===== src/rtl/adder_pkg.sv =====
// Shared definitions for the adder family: mode encoding and group-count helper.
package adder_pkg;

  // Operation mode captured per transaction.
  typedef enum logic {
    ADD = 1'b0,
    SUB = 1'b1
  } mode_e;

  // Number of carry-skip groups (pipeline stages) for a given width/group size.
  function automatic int num_groups(input int width, input int group);
    return width / group;
  endfunction

endpackage


===== src/rtl/carry_skip_group.sv =====
// One carry-skip group: bitwise P/G, ripple chain, skip mux on the carry-out, sum bits.
// Purely combinational; the pipeline registers live in the parent.
module carry_skip_group #(
  parameter int GROUP = 4
) (
  input  logic [GROUP-1:0] a,
  input  logic [GROUP-1:0] b,
  input  logic             cin,
  output logic [GROUP-1:0] sum,
  output logic             cout
);

  logic [GROUP-1:0] p;
  logic [GROUP-1:0] g;
  logic [GROUP:0]   c;
  logic             grp_p;

  assign p     = a ^ b;
  assign g     = a & b;
  assign grp_p = &p;

  // Ripple carry through the group, bit by bit.
  always_comb begin
    c[0] = cin;
    for (int i = 0; i < GROUP; i++) begin
      c[i+1] = g[i] | (p[i] & c[i]);
    end
  end

  assign sum  = p ^ c[GROUP-1:0];
  // When every bit propagates, the incoming carry bypasses the ripple chain.
  assign cout = grp_p ? cin : c[GROUP];

endmodule


===== src/rtl/pipelined_carry_skip_adder.sv =====
// Pipelined carry-skip adder/subtractor. Rank 0 captures the operands (with B
// inverted for subtraction), stage k resolves group k from rank k into rank k+1,
// and the last stage loads the output registers. Operand bits above the active
// group ride along (skew) and finished sum bits below it ride along (deskew), so a
// whole transaction leaves in one cycle. A single advance signal stalls everything.
module pipelined_carry_skip_adder
  import adder_pkg::*;
#(
  parameter int WIDTH = 16,
  parameter int GROUP = 4
) (
  input  logic           clk,
  input  logic           rst,
  input  logic           in_valid,
  output logic           in_ready,
  input  logic [WIDTH:1] A,
  input  logic [WIDTH:1] B,
  input  logic           Cin,
  input  logic           Sub,
  output logic           out_valid,
  input  logic           out_ready,
  output logic [WIDTH:1] S,
  output logic           Cout,
  output logic           Ovf
);

  localparam int NUM_GROUPS = num_groups(WIDTH, GROUP);

  if (WIDTH % GROUP != 0) begin : g_bad_group
    $error("WIDTH must be a multiple of GROUP");
  end

  logic                                advance;
  logic                                sub_mode;
  logic [NUM_GROUPS-1:0]               vld_p;
  logic [WIDTH:1]                      a_p [NUM_GROUPS];
  logic [WIDTH:1]                      b_p [NUM_GROUPS];
  logic [WIDTH:1]                      s_p [NUM_GROUPS];
  logic [NUM_GROUPS-1:0]               c_p;
  logic [NUM_GROUPS-1:0][GROUP-1:0]    gsum;
  logic [NUM_GROUPS-1:0]               gcout;
  logic [WIDTH:1]                      s_next [NUM_GROUPS];
  logic                                c_into_msb;
  logic                                vld_out;
  logic [WIDTH:1]                      s_out;
  logic                                cout_out;
  logic                                ovf_out;

  assign advance   = !vld_out | out_ready;
  assign in_ready  = advance;
  assign out_valid = vld_out;
  assign S         = s_out;
  assign Cout      = cout_out;
  assign Ovf       = ovf_out;
  assign sub_mode  = (mode_e'(Sub) == SUB);

  // Stage k: group k adds its slice of rank k using the carry registered from stage k-1.
  for (genvar k = 0; k < NUM_GROUPS; k++) begin : g_stage
    carry_skip_group #(
      .GROUP(GROUP)
    ) u_grp (
      .a   (a_p[k][k*GROUP+GROUP : k*GROUP+1]),
      .b   (b_p[k][k*GROUP+GROUP : k*GROUP+1]),
      .cin (c_p[k]),
      .sum (gsum[k]),
      .cout(gcout[k])
    );
  end

  // Merge each stage's fresh group sum into the sum bits already completed below it.
  always_comb begin
    for (int k = 0; k < NUM_GROUPS; k++) begin
      s_next[k] = s_p[k];
      s_next[k][k*GROUP+1 +: GROUP] = gsum[k];
    end
  end

  // Carry into the top bit, recovered from the top bit's operands and sum.
  assign c_into_msb = a_p[NUM_GROUPS-1][WIDTH] ^ b_p[NUM_GROUPS-1][WIDTH]
                    ^ gsum[NUM_GROUPS-1][GROUP-1];

  // Datapath ranks: operand capture with mode folding, then skew/deskew shifting.
  always_ff @(posedge clk) begin
    if (advance) begin
      a_p[0] <= A;
      b_p[0] <= sub_mode ? ~B : B;
      c_p[0] <= sub_mode ? 1'b1 : Cin;
      s_p[0] <= '0;
      for (int k = 1; k < NUM_GROUPS; k++) begin
        a_p[k] <= a_p[k-1];
        b_p[k] <= b_p[k-1];
        c_p[k] <= gcout[k-1];
        s_p[k] <= s_next[k-1];
      end
    end
  end

  // Per-rank valid bits travel with the data; a cycle without in_valid is a bubble.
  always_ff @(posedge clk) begin
    if (rst) begin
      vld_p <= '0;
    end else if (advance) begin
      vld_p[0] <= in_valid;
      for (int k = 1; k < NUM_GROUPS; k++) begin
        vld_p[k] <= vld_p[k-1];
      end
    end
  end

  // Output registers: hold while the consumer stalls, cleared by reset.
  always_ff @(posedge clk) begin
    if (rst) begin
      vld_out  <= 1'b0;
      s_out    <= '0;
      cout_out <= 1'b0;
      ovf_out  <= 1'b0;
    end else if (advance) begin
      vld_out  <= vld_p[NUM_GROUPS-1];
      s_out    <= s_next[NUM_GROUPS-1];
      cout_out <= gcout[NUM_GROUPS-1];
      ovf_out  <= c_into_msb ^ gcout[NUM_GROUPS-1];
    end
  end

endmodule


===== config.mk =====
export PLATFORM = sky130hd
export DESIGN_NAME = pipelined_carry_skip_adder
export DESIGN_NICKNAME = d
export VERILOG_FILES = /design/src/rtl/adder_pkg.sv /design/src/rtl/carry_skip_group.sv /design/src/rtl/pipelined_carry_skip_adder.sv
export SDC_FILE = /design/constraint.sdc
export NUM_CORES = 1
export LEC_CHECK = 0
export ABC_AREA = 1
export CORE_ASPECT_RATIO = 1.1
export CORE_MARGIN = 10
export CORE_UTILIZATION = 55
export DETAILED_ROUTE_END_ITERATION = 10
export MAX_ROUTING_LAYER = met4
export PLACE_DENSITY = 0.78
export SLEW_MARGIN = 10
export SYNTH_ARGS = -nofsm -noshare
export SYNTH_HDL_FRONTEND = slang
export SYNTH_HIERARCHICAL = 1
export SYNTH_SLANG_ARGS = --single-unit

===== constraint.sdc =====
create_clock -name clk -period 3.7 [get_ports clk]
set_clock_uncertainty 0.2 [all_clocks]
set_input_delay 0.925 -clock clk [delete_from_list [all_inputs] [get_ports clk]]
set_output_delay 0.925 -clock clk [all_outputs]
set_load 0.02 [all_outputs]

==> impl_results.md, run 1 <==
* Data required time of the worst path at 2570 ps
* Critical Path End: in_ready
* Chip width at 111 microns
* TritonCTS Buffers at 17
* Vias in the first global route at 2696
* # hold bufs at CTS at 0
* Hold WC Path Type: reg -> reg
* Post-route clock period utilization at 0.892
* Initial antenna violation count at 0
* Design area at 0.00640 sq mm
* Static Leak at 2.70 nW
* Status: finished, final reports clean
* Register area share after synthesis at 0.734
* Path depth of the worst reg2reg path at 15
* Initial Util at 0.566
* CP Capture Type: output port
* I/O pin cnt at 58
* Number of remaining DRC errors at 0
* CTS tree: yes
* Yosys cell types at 19
* Initial DRC Count at 85
* Gr usage total at 0.119
* Wire per inst at about 13 microns
* Final setup viols at 0
* Post-CTS resize count at 0
* Total wire length at 7210 microns
* Minimum clock period at between 3000 and 4000 ps
* Antenna viol nets, final at 0
* Die Height at 120 microns
* Critical R2R Capture: Ovf
* Nets at 482
* Worst ir drop on vdd at 0.000416 V
* Least-Margin Pin Slew at 629 ps
* Dpl hpwl at 4540 microns
* Clk_lat worst skew at around 520 ps
* Crit-path max FO at 2
* Largest net degree at the start of global routing at 134
* First-pass GRT wire length at 12200 microns
* Post-CTS Setup Bufs at 0
* Critical path launch point type: input pin
* Hold path start: s_p[1][1]
* Deepest level of the CTS H-tree at 4
* Cell area after synthesis at 0.00505 sq mm
* Avg Inst Size Synth at about 15 sq um
* DP Area at 0.00574 sq mm
* Max Slew Vio Count at 0
* Die area at 0.0134 sq mm
* DR vias/cell at 4.59
* Peak Freq at 303 MHz
* Syn nets at 411
* Port bufs at 57
* Post-Synthesis Cells at 341
* Drt pass-1 iters at 4
* Synth-to-layout area growth at 26.8%
* Max cap viols at 0
* Core ar. at 0.00892 sq mm
* Hold Violations, Final at 0
* CTS clock-pin slew for the worst setup and hold paths at 60 ps
* Clock sink count at 131
* Worst R2R Start: a_p[3][12]
* Total negative slack at 0 ps
* FF+latch count, synth at 131
* Worst Setup SP: out_ready
* Total gr overflow at 0
* Layout cells sized above 1 at 0.0894
* Power Density at around 650 mW/mm^2
* Final Wtd Congestion at between 0.7 and 0.8
* Diode count at 0
* Clock buffer depth at 2
* CTS root buf: clkbuf_8
* Worst reg-to-reg setup slack at 930 ps
* Row count at 36
* Vias at about 2500
* Max transition margin at 0.581
* YS warnings at 18
* RSZ-0062 raised after global routing: no
* Critical path class: in -> out
* Crit path DAT at 2180 ps
-- final cells by class --
cell class / instances / area [sq um]
timing repair buffer: 60 / 606
multi-input combinational: 151 / 1100
fill: 569 / 2520
tap: 114 / 143
clock inverter: 7 / 75.1
clock buffer: 25 / 582
inverter: 51 / 194
sequential: 131 / 3700
-- critical path: stages --
cell and delay, ps:
clkdlybuf4s50_1 500, nor2_4 70, inv_4 60, clkdlybuf4s50_1 610
-- report_power, final --
group | internal, mW | total, mW | switching (mW) | leakage [nW]
combinational | 0.220 | 0.467 | 0.247 | 1.05
sequential | 1.88 | 1.97 | 0.0903 | 1.33
clock | 1.15 | 1.74 | 0.587 | 0.322
-- per-stage QoR --
step	total power [mW]	util	cells	hold WS (ps)	setup slack [ps]
after floorplan	2.25	-	341	200	893
after global placement	2.43	0.644	507	201	389
after detailed placement	2.47	0.644	507	205	384
after CTS	4.23	0.717	539	212	376
after global routing	4.39	0.717	539	222	355
final	4.18	0.717	539	216	400
-- how the worst min path moves through the flow --
stage	cells past startpoint	slack (ps)	end
after floorplan	0	200	a_p[1][10]
after global placement	0	200	a_p[2][15]
after detailed placement	0	200	a_p[1][10]
after CTS	0	210	s_p[2][1]
after global routing	0	220	b_p[2][15]
final	0	220	s_p[2][1]
-- cells in the final DEF (no fill, tap or decap), drive strengths merged, types with 23 or more instances in the layout --
| cell type | count |
|---|---|
| edfxtp | 108 |
| o21ai | 26 |
| nor2 | 43 |
| nand2 | 28 |
| clkdlybuf4s50 | 57 |
| clkbuf | 25 |
| dfxtp | 23 |
| inv | 52 |
-- cells by family after synthesis --
kind of cell,synth area share
DFF,0.734
and+or+nand+nor,0.0565
buffers and inverters,0.0488
adders and majority gates,0.103
AOI/OAI and AO/OA,0.0298
xor gates and xnor gates,0.0278
-- registers in the layout (all words and copies together) (netlist names) --
register	cells
a_p	40
b_p	40
out_valid	1
s_p	24
Ovf	1
Cout	1
vld_p	4
S	16
c_p	4
-- cells in the mapped netlist, drive strengths merged --
| cell | n | share of area |
|---|---|---|
| ha | 16 | 0.040 |
| o21ai | 26 | 0.026 |
| nor2 | 43 | 0.033 |
| buf | 6 | 0.0094 |
| fa | 16 | 0.063 |
| edfxtp | 108 | 0.64 |
| clkbuf | 2 | 0.0015 |
| nand2 | 28 | 0.021 |
| nand3 | 1 | 0.00099 |
| or2 | 1 | 0.0012 |
| dfxtp | 23 | 0.091 |
| inv | 51 | 0.038 |
| xor2 | 16 | 0.028 |
| a21oi | 4 | 0.0040 |
-- routing by layer --
metal,global-route usage,up-vias,share of wire
li1,-,1263,-
met1,0.125,1136,0.43
met2,0.190,61,0.49
met3,0.0465,12,0.050
met4,0.0675,0,0.024
met5,-,-,0
Power figures use the tool's default switching activity.
==> run 2, diff against run 1 <==
Settings changed: CORE_ASPECT_RATIO 1.1 to 0.6.
==> run 2 against run 1 <==
Compared with the run above:
- non-clock buffer count unchanged
- design area down 1.3%
- sequential share of layout area up 0.79 points
- global-route usage rose by 1.1 points
- critical path depth is the same
- combinational power grew 3%
- sequential power about the same
- critical path type unchanged
- register-to-register slack worse by 120 ps
- largest power group unchanged
- utilization increased by 0.66 points
==> impl_results.md, run 2 (same netlist as run 1, synthesis figures left out) <==
* Status: finished, final reports clean (unchanged)
* CTS clock-pin slew for the worst setup and hold paths at 50 ps (was 60 ps)
* Crit path DAT at 2210 ps (was 2180 ps)
* Clock share of power at 0.396 (was 0.416)
* DP Area at 0.00574 sq mm (about the same)
* Clock sink count at 131 (unchanged)
* Initial Util at 0.579 (was 0.566)
* Critical path class: in -> out (unchanged)
* Row count at 26 (was 36)
* Initial antenna violation count at 0 (unchanged)
* Worst ir drop on vdd at 0.000411 V (was 0.000416 V)
* Crit-path max FO at 2 (unchanged)
* Dpl hpwl at 5120 microns (was 4540 microns)
* Power Density at 645 mW/mm^2 (was 653 mW/mm^2)
* Filler cells at 566 (was 569)
* NetSw at 0.926 mW (was 0.924 mW)
* Commonest non-fill, non-tap cell in the layout: edfxtp_1 (unchanged)
* Wire per inst at 14.4 microns (was 13.4 microns)
* Design area at 0.00631 sq mm (was 0.00640 sq mm)
* Hold Violations, Final at 0 (unchanged)
* Multi-input logic area at 0.00110 sq mm (unchanged)
* Initial DRC Count at 145 (was 85)
* CP Capture Type: output port (unchanged)
* Final setup viols at 0 (unchanged)
* Hold WS at 215 ps (was 216 ps)
* Chip width at 144 microns (was 111 microns)
* Largest net degree at the start of global routing at 134 (unchanged)
* Nets at 482 (unchanged)
* Post-CTS resize count at 0 (unchanged)
* Number of remaining DRC errors at 0 (unchanged)
* Clk_lat worst skew at 410 ps (was 520 ps)
* Synth-to-layout area growth at 25.1% (was 26.8%)
* Die area at 0.0135 sq mm (was 0.0134 sq mm)
* Layout cells sized above 1 at 0.0778 (was 0.0894)
* Vias at 2550 (was 2472)
* Total gr overflow at 0 (unchanged)
* Final Wtd Congestion at 0.795 (was 0.717)
* Port bufs at 57 (unchanged)
* Minimum clock period at 3330 ps (was 3300 ps)
* Net Sw Frac at 0.227 (was 0.221)
* Vias in the first global route at 2719 (was 2696)
* TritonCTS Buffers at 17 (unchanged)
* Peak Freq at 300 MHz (was 303 MHz)
* Critical path launch point type: input pin (unchanged)
* Total power at 4.07 mW (was 4.18 mW)
* Internal Pwr Total at 3.15 mW (was 3.26 mW)
* CTS root buf: clkbuf_16 (was clkbuf_8)
* Clock buffer depth at 2 (unchanged)
* DR vias/cell at 4.76 (was 4.59)
* RSZ-0062 raised after global routing: no (unchanged)
* Max transition margin at 0.560 (was 0.581)
* Diode count at 0 (unchanged)
* Max cap viols at 0 (unchanged)
* Antenna viol nets, final at 0 (unchanged)
* Drt pass-1 iters at 4 (unchanged)
* Commonest non-fill, non-tap cells in the layout: edfxtp_1, clkdlybuf4s50_1, inv_1, nor2_1, nand2_1 (unchanged)
* CTS tree: yes (unchanged)
* Die Height at 94.2 microns (was 120 microns)
* Data required time of the worst path at 2570 ps (about the same)
* Sequential standard cell area at 0.00370 sq mm (unchanged)
* Static Leak at 2.66 nW (was 2.70 nW)
* Biggest registers after layout: a_p: 40 flops, b_p: 40 flops, s_p: 24 flops (unchanged)
* Gr usage total at 0.130 (was 0.119)
* # hold bufs at CTS at 0 (unchanged)
* Logic gate share of total power at 0.118 (was 0.112)
* Total wire length at 7710 microns (was 7210 microns)
* Hold WC Path Type: reg -> reg (unchanged)
* Core ar. at 0.00872 sq mm (was 0.00892 sq mm)
* Least-Margin Pin Slew at 661 ps (was 629 ps)
* Post-CTS Setup Bufs at 0 (unchanged)
* Post-route clock period utilization at 0.901 (was 0.892)
* I/O pin cnt at 58 (unchanged)
* First-pass GRT wire length at 12800 microns (was 12200 microns)
* Max Slew Vio Count at 0 (unchanged)
* Flop pwr share at 0.486 (was 0.472)
* Total negative slack at 0 ps (unchanged)
* Deepest level of the CTS H-tree at 4 (unchanged)
-- run 2: changes by cell type in the layout (fill, tap and decap cells not counted), sizes merged --
cell / delta
bufinv: +2
clkinvlp: +1
inv: -1
clkinv: +3
clkbuf: -6
-- run 2: final timing paths --
path | from | end | slack [ps] | depth (start not counted)
min reg2reg | a_p[0][12] | a_p[1][12] | 220 | 0
max reg2reg | a_p[3][12] | Ovf | 810 | 15
max | out_ready | in_ready | 370 | 4
min | a_p[0][12] | a_p[1][12] | 220 | 0
-- run 2: power by group through the flow --
stage	logic, mW	clock network, mW	registers, mW
after floorplan	0.210	0	2.04
after global routing	0.546	1.70	2.01
after CTS	0.487	1.64	1.99
after detailed placement	0.478	0	2.01
final	0.479	1.61	1.98
after global placement	0.456	0	2.00
-- run 2: stage by stage --
stage	util	std cells	worst slack [ps]
5_1_grt	0.724	536	283
6_report	0.724	536	365
3_5_place_dp	0.658	505	319
3_3_place_gp	0.658	505	303
4_1_cts	0.724	536	304
2_1_floorplan	-	341	893
-- run 2: critical path, stage by stage --
cell             delay (ps)
clkdlybuf4s50_1         500
nor2_4                   60
inv_4                    60
clkdlybuf4s50_1         660
-- run 2: final cells by class --
type                    count  share of cell area
flip-flops and latches    131               0.587
well taps                 112              0.0222
clock inverters            12              0.0222
clock buffers              19              0.0686
multi-input cells         151               0.174
repair buffers             60              0.0959
inverters                  51              0.0307
-- run 2: routing by layer --
layer  track usage  vias up  part of all wire
met3        0.0515       15             0.067
li1              -     1263                 -
met5             -        -                 0
met2         0.179       72              0.43
met4        0.0761        0             0.022
met1         0.159     1200              0.48
==> run 3, diff against run 2 <==
Settings changed: CORE_UTILIZATION 55 to 45, PLACE_DENSITY 0.78 to 0.66.
==> run 3 against run 2 <==
Compared with the run above:
- largest power group unchanged
- non-clock buffer count is 1 higher
- sequential power about the same
- critical endpoint unchanged
- highest routed layer unchanged
- design area increased by 0.73%
- final cell count increased by 5.4%
- register-to-register slack gained 90 ps
- largest cell class unchanged
- first-iteration DRC count fell by 13%
- global-route usage decreased by 2.8 points
- utilization decreased by 13 points
- sequential cell count unchanged
==> impl_results.md, run 3 (same netlist as run 1, synthesis figures left out) <==
* Power Density at 642 mW/mm^2 (was 645 mW/mm^2)
* Inst Count DP at 533 (was 505)
* Biggest registers after layout: a_p: 40 flops, b_p: 40 flops, s_p: 24 flops (unchanged)
* Post-route clock period utilization at 0.911 (was 0.901)
* Port bufs at 57 (unchanged)
* Total power at 4.09 mW (was 4.07 mW)
* Sequential standard cell area at 0.00370 sq mm (unchanged)
* Layout cells sized above 1 at 0.0845 (was 0.0778)
* Total wire length at 7310 microns (was 7710 microns)
* Final setup viols at 0 (unchanged)
* Met2 Use GR at 0.129 (was 0.179)
* WHS Path Cells at 0 (unchanged)
* Gr usage total at 0.102 (was 0.130)
* Vias in the first global route at 2531 (was 2719)
* Layout Cells excl Fill at 565 (was 536)
* Clk_lat worst skew at 410 ps (about the same)
* CTS root buf: clkbuf_16 (unchanged)
* Max cap viols at 0 (unchanged)
* CTS tree: yes (unchanged)
* Drt pass-1 iters at 4 (unchanged)
* Routing usage on met3 at 0.0407 (was 0.0515)
* DP Area at 0.00577 sq mm (was 0.00574 sq mm)
* Final Wtd Congestion at 0.722 (was 0.795)
* CTS clock-pin slew for the worst setup and hold paths at 60 ps (was 50 ps)
* Initial Util at 0.470 (was 0.579)
* Clock sink count at 131 (unchanged)
* Status: finished, final reports clean (unchanged)
* Largest net degree at the start of global routing at 68 (was 134)
* Multi-input logic area at 0.00110 sq mm (unchanged)
* Clock buffer depth at 2 (unchanged)
* DR vias/cell at 4.34 (was 4.76)
* Max transition margin at 0.470 (was 0.560)
* Critical path launch point type: input pin (unchanged)
* # hold bufs at CTS at 0 (unchanged)
* Core ar. at 0.0107 sq mm (was 0.00872 sq mm)
* Hold WC Path Type: reg -> reg (unchanged)
* Data required time of the worst path at 2570 ps (about the same)
* Nets at 483 (was 482)
* Post-CTS Setup Bufs at 0 (unchanged)
* Row count at 29 (was 26)
* Met1 usage at 0.129 (was 0.159)
* Initial DRC Count at 126 (was 145)
* Diode count at 0 (unchanged)
* Max Slew Vio Count at 0 (unchanged)
* Commonest non-fill, non-tap cells in the layout: edfxtp_1, clkdlybuf4s50_1, inv_1, nor2_1, nand2_1 (unchanged)
* I/O pin cnt at 58 (unchanged)
* Die area at 0.0160 sq mm (was 0.0135 sq mm)
* TritonCTS Buffers at 17 (unchanged)
* Deepest level of the CTS H-tree at 4 (unchanged)
* Design area at 0.00636 sq mm (was 0.00631 sq mm)
* RSZ-0062 raised after global routing: no (unchanged)
* CP Capture Type: output port (unchanged)
* Total negative slack at 0 ps (unchanged)
* Chip width at 157 microns (was 144 microns)
* Least-Margin Pin Slew at 795 ps (was 661 ps)
* Worst ir drop on vdd at 0.000339 V (was 0.000411 V)
* Busiest grt layer: met2 (unchanged)
* Commonest non-fill, non-tap cell in the layout: edfxtp_1 (unchanged)
* Minimum clock period at 3370 ps (was 3330 ps)
* Vias at 2454 (was 2550)
* Total gr overflow at 0 (unchanged)
* Dpl hpwl at 5000 microns (was 5120 microns)
* Hold Violations, Final at 0 (unchanged)
* Path depth of the worst reg2reg path at 15 (unchanged)
* Number of remaining DRC errors at 0 (unchanged)
* Peak Freq at 297 MHz (was 300 MHz)
* Wire per inst at 12.9 microns (was 14.4 microns)
* Post-CTS resize count at 0 (unchanged)
* Antenna viol nets, final at 0 (unchanged)
* Synth-to-layout area growth at 26.0% (was 25.1%)
* Crit path DAT at 2250 ps (was 2210 ps)
* Die Height at 102 microns (was 94.2 microns)
* Crit-path max FO at 9 (was 2)
* First-pass GRT wire length at 12000 microns (was 12800 microns)
* Filler cells at 825 (was 566)
* Static Leak at 2.66 nW (about the same)
* Critical path class: in -> out (unchanged)
* Initial antenna violation count at 0 (unchanged)
run 3: changes by cell type in the layout (fill, tap and decap cells not counted):
cell,before,now
buf_12,1,0
buf_4,2,4
clkbuf_1,2,1
clkinv_2,3,2
clkinv_4,1,3
inv_6,0,1
run 3: worst paths after layout:
check                  start         end  slack (ps)
setup / recovery   out_ready    in_ready         330
hold / removal    a_p[0][13]  a_p[1][13]         210
setup reg to reg  b_p[3][12]         Ovf         900
hold reg to reg   a_p[0][13]  a_p[1][13]         210
run 3: power by group:
| part | leakage (nW) | switching, mW | internal [mW] |
|---|---|---|---|
| Sequential | 1.33 | 0.0979 | 1.88 |
| Combinational | 1.05 | 0.243 | 0.220 |
| Clock | 0.283 | 0.587 | 1.05 |
| Total | 2.66 | 0.929 | 3.16 |
run 3: layer usage:
layer  up-vias  routed length [microns]
met4         0                      140
met2        69                     2790
met5         -                        0
li1       1269                        -
met1      1105                     3880
met3        11                      506
run 3: final cells by class:
cell class | count | area share
clock buffer | 18 | 0.0675
clock inverter | 14 | 0.0254
inverter | 51 | 0.0305
multi-input combinational | 151 | 0.172
sequential | 131 | 0.582
tap | 139 | 0.0274
timing repair buffer | 61 | 0.0945
run 3: through the flow:
stage                     utilization  setup WS (ps)  hold slack (ps)
after floorplan                     -            893              200
after global placement          0.537            308              202
after detailed placement        0.537            325              205
after CTS                       0.592            309              212
after global routing            0.592            262              221
final                           0.592            329              212
run 3: worst max-delay path, stage by stage:
cell	delay (ps)
clkdlybuf4s50_1	500
nor2_4	70
inv_4	110
clkdlybuf4s50_1	620
